### src/rtl/contador_mod10_crescente.sv
// Multi-digit BCD up-counter with parallel load, count enable, cascade carry (tc)
// and an all-nines flag (full); optional wrap or saturate at the top value.
module contador_mod10_crescente #(
  parameter int DIGITS = 2,
  parameter bit WRAP   = 1'b1
) (
  input  logic                  clk,
  input  logic                  clrn,
  input  logic [4*DIGITS-1:0]   data,
  input  logic                  loadn,
  input  logic                  en,
  output logic [4*DIGITS-1:0]   count,
  output logic                  tc,
  output logic                  full
);

  logic [4*DIGITS-1:0] count_q;
  logic [4*DIGITS-1:0] count_d;
  logic [DIGITS-1:0]   nine;
  // carry[i] is high when every digit below i reads 9 (pre-edge values)
  logic [DIGITS:0]     carry;
  logic                sat_hold;

  assign carry[0] = 1'b1;
  assign sat_hold = carry[DIGITS] & ~WRAP;

  genvar gi;
  generate
    for (gi = 0; gi < DIGITS; gi++) begin : g_digit
      logic [3:0] cur;
      logic [3:0] ld_val;
      logic [3:0] inc_val;
      logic       step;

      assign cur      = count_q[4*gi +: 4];
      assign nine[gi] = (cur == 4'd9);
      assign carry[gi+1] = carry[gi] & nine[gi];
      // Non-BCD load digits are forced to 0 so the counter never leaves BCD space
      assign ld_val   = (data[4*gi +: 4] > 4'd9) ? 4'd0 : data[4*gi +: 4];
      assign inc_val  = nine[gi] ? 4'd0 : cur + 4'd1;
      assign step     = en & carry[gi] & ~sat_hold;

      assign count_d[4*gi +: 4] = !loadn ? ld_val : (step ? inc_val : cur);
    end
  endgenerate

  always_ff @(posedge clk or negedge clrn) begin
    if (!clrn) begin
      count_q <= '0;
    end else begin
      count_q <= count_d;
    end
  end

  assign count = count_q;
  assign full  = carry[DIGITS];
  assign tc    = en & carry[DIGITS];

endmodule

### config.mk
export PLATFORM = sky130hd
export DESIGN_NAME = contador_mod10_crescente
export DESIGN_NICKNAME = d
export VERILOG_FILES = /design/src/rtl/contador_mod10_crescente.sv
export SDC_FILE = /design/constraint.sdc
export NUM_CORES = 1
export LEC_CHECK = 0
export BUFFER_PORTS_ARGS = -buffer_cell sky130_fd_sc_hd__buf_2
export CORE_MARGIN = 2
export CORE_UTILIZATION = 38
export DETAILED_ROUTE_END_ITERATION = 12
export SKIP_LAST_GASP = 1
export SYNTH_ARGS = -nofsm -noshare
export SYNTH_HDL_FRONTEND = slang
export SYNTH_SLANG_ARGS = --single-unit
export TNS_END_PERCENT = 5
### constraint.sdc
create_clock -name clk -period 2.9 [get_ports clk]
set_input_delay 0.435 -clock clk [delete_from_list [all_inputs] [get_ports clk]]
set_output_delay 0.435 -clock clk [all_outputs]
set_load 0.005 [all_outputs]
==> summary.md <==
| Metric | Value |
|---|---|
| Outcome | finished, final reports clean |
| DR DRC count | 0 |
| Tot Pwr | 309.2 uW |
| Syn-to-layout area delta | 20.30% |
| DRT Wirelength | around 1.3 mm |
| Adder-Cell Fraction of Synth Area | 0% |
| # Max-Cap Violations | 0 |
| Worst-margin pin slew | 0.2922 ns |
| Leak Pwr | 0.0003321 uW |
| Max-slew violations | 0 |
| Share of layout cells above drive strength 1 | about a third |
| Worst path slowest cell | dfrtp_1 |
| Worst skew pair latency | 0.26 ns |
| Clock Path Buffers | 2 |
| Via count | 568 |
| Largest net degree at the start of global routing | 19 |
| Hold Violations, Final | 0 |
| Post-route cell area | 711.9 um2 |
| Ys Warns | 0 |
| Setup slack after layout | 0.9680 ns |
| Hold Buf Count CTS | 0 |
| N_diodes | 0 |
| Cell variety after synth | 35 |
| Clock sinks | 8 |
| Total track usage | 16.75% |
| Cell Chain, Critical Path | nand2b_1 -> or3b_1 -> nor2_1 -> buf_2 |
| Post-route ant nets | 0 |
| Min Tclk post-route | about 1.9 ns |
| Worst VDD drop | 0.0001918 V |
| H-tree levels | 1 |
| Req. time, crit path | around 2.5 ns |
| Dpl hpwl | approximately 920 um |
| Chip Width | 43.47 um |
| Post-synth ARST share | 100.0% |
| Complex-gate fraction of the synthesized area | approximately a quarter |
| Postcts setup bufs | 0 |
| Reg area | 200.2 um2 |
| Hold Path Class | in2async |
| Dpl ws | about 1.2 ns |
| DR pass1 iterations | 5 |
| Slew HR | 80.52% |
| Syn_nets | between 70 and 80 |
| Starting DRT DRC Count | 6 |
| Ports | 22 |
| Setup CP Type | reg2out |
| CP Capture Type | primary output |
| Multiplexer share of the synthesized area | 0% |
| Dpl cell area | 689.4 um2 |
| Crit-path max FO | 6 |
| Clock root buffer | clkbuf_4 |
| Main combinational cell family by area after synthesis | simple AND/OR/NAND/NOR gates |
| CTS tree | yes |
| Vias in the first global route | between 400 and 500 |
| # setup viols final | 0 |
| Synth Register Bits | 8 |
| Initial Util | about two fifths |
| Pwr/cell area | 434.3 nW/um2 |
| # port buffers | 21 |
| Crit-path max cell delay | 0.43 ns |
| Post-cts sizing count | 0 |
| Clk pin slew, worst setup/hold paths | 0.06 ns |
| Routed vias/inst | between 5 and 6 |
| Grt ovf | 0 |
| CP delay by family, top | simple AND/OR/NAND/NOR gates |
| Fmax | 517.6 MHz |
| Worst EP arrival | about 1.5 ns |
| Per-cell routed wire length | 12.83 um |
| CTS Buf Count | 3 |
| EDFF count, synth | 0 |
| Max reg flops | 8 |
| Netlist Area Pre-Place | a little under 600 um2 |
| Fin crit share | 66.62% |
| Main synth FF type | dfrtp_1 |
| Buf/Inv on CP | 1 |
| Fin Clk Skew | about 0.0044 ns |
| Simple-Gate Fraction of Synth Area | 34.88% |
| Crit start category | flip-flop |
| RSZ-0062 raised after global routing | no |
| Core area | 1489 um2 |
| Nets | 99 |
| Initial antenna violation count | 0 |
| Multi-input logic area | between 300 and 400 um2 |
| Synth Area in XOR/XNOR | 2.960% |
| Row Count | 14 |
| Setup TNS | 0 ns |
| Synth Instances | 65 |
| Seq/Total Area, Yosys | between 30% and 40% |
| GPL Wtd Cong | 0.7221 |
| Die span in y | 43.47 um |
| R2R Setup Slk | 1.50 ns |
| First-pass GRT wire length | 2.290 mm |
| Die area | 1889 um2 |
| Fin util | 47.82% |
| Synth Area per Inst | around 9.1 um2 |
| Fill cell count | 150 |
per-stage QoR:
stage	hold slack, ns	std cells
finish	0.008348	101
CTS	0.01261	101
floorplan	0.1394	65
global placement	0.2921	98
detailed placement	0.2913	98
global route	0.01310	101
power by group:
group          internal (uW)  switching, uW
logic                   41.4           35.4
clock network           47.6           41.1
registers                124           19.9
cell usage after synthesis (2+ instances only):
library cell | instances | area [um2]
nand2_1 | 9 | 33.78
dfrtp_1 | 8 | 200.2
o21ai_0 | 6 | 30.03
nor2_1 | 5 | 18.77
a22o_1 | 2 | 17.52
nand2b_1 | 2 | 12.51
nand3_1 | 2 | 10.01
nand3b_1 | 2 | 15.01
nand4b_1 | 2 | 17.52
o211ai_1 | 2 | 15.01
placed cells by master (no fill, tap or decap), drive strengths merged:
cell type and count:
a211o 1, a21bo 1, a21o 1, a21oi 1, a22o 2, a311o 1
a31oi 1, and2b 1, and4b 1, and4bb 1, buf 21, clkbuf 3
dfrtp 8, nand2 9, nand2b 2, nand3 3, nand3b 2, nand4b 2
nand4bb 1, nor2 5, nor2b 1, nor4 1, nor4b 1, o211a 1
o211ai 3, o21ai 6, o21bai 1, or3b 1, or4b 1, xnor2 1
xor2 1
logic make-up after synthesis:
logic type | Yosys count
buf+inv | 4
compound gates | 19
xor+xnor | 2
flops | 8
simple gates | 32
area by class of cell:
cell class                      count  area share, %
Timing Repair Buffer               21          14.76
Sequential cell                     8          28.12
Multi-Input combinational cell     53          51.14
Clock buffer                        3          3.163
Tap cell                           16          2.812
worst reg2reg max path: cells and delay by family (launching register included):
family / cells / cell delay, ns
AO/OA/AOI/OAI: 1 / 0.36
flip-flops: 1 / 0.44
AND/OR/NAND/NOR: 2 / 0.48
layer usage:
metal | part of all wire, % | GRT usage (%) | up-vias | wire length [um]
li1 | - | - | 288 | -
met1 | 53 | 24.54 | 256 | 687
met2 | 39 | 20.90 | 19 | 503
met3 | 4.3 | 3.750 | 5 | 56
met4 | 3.7 | 12.73 | 0 | 48
met5 | 0 | 0 | - | 0
worst paths after layout:
check,startpoint,endpoint,cells past startpoint
setup / recovery,count[6],full,4
hold / removal,clrn,count[1],1
setup reg to reg,count[2],count[7],3
hold reg to reg,count[7],count[7],1
max in group asynchronous,clrn,count[7],1
min in group clk,data[6],count[6],2
Note: power is estimated with default switching activity, not from simulation.
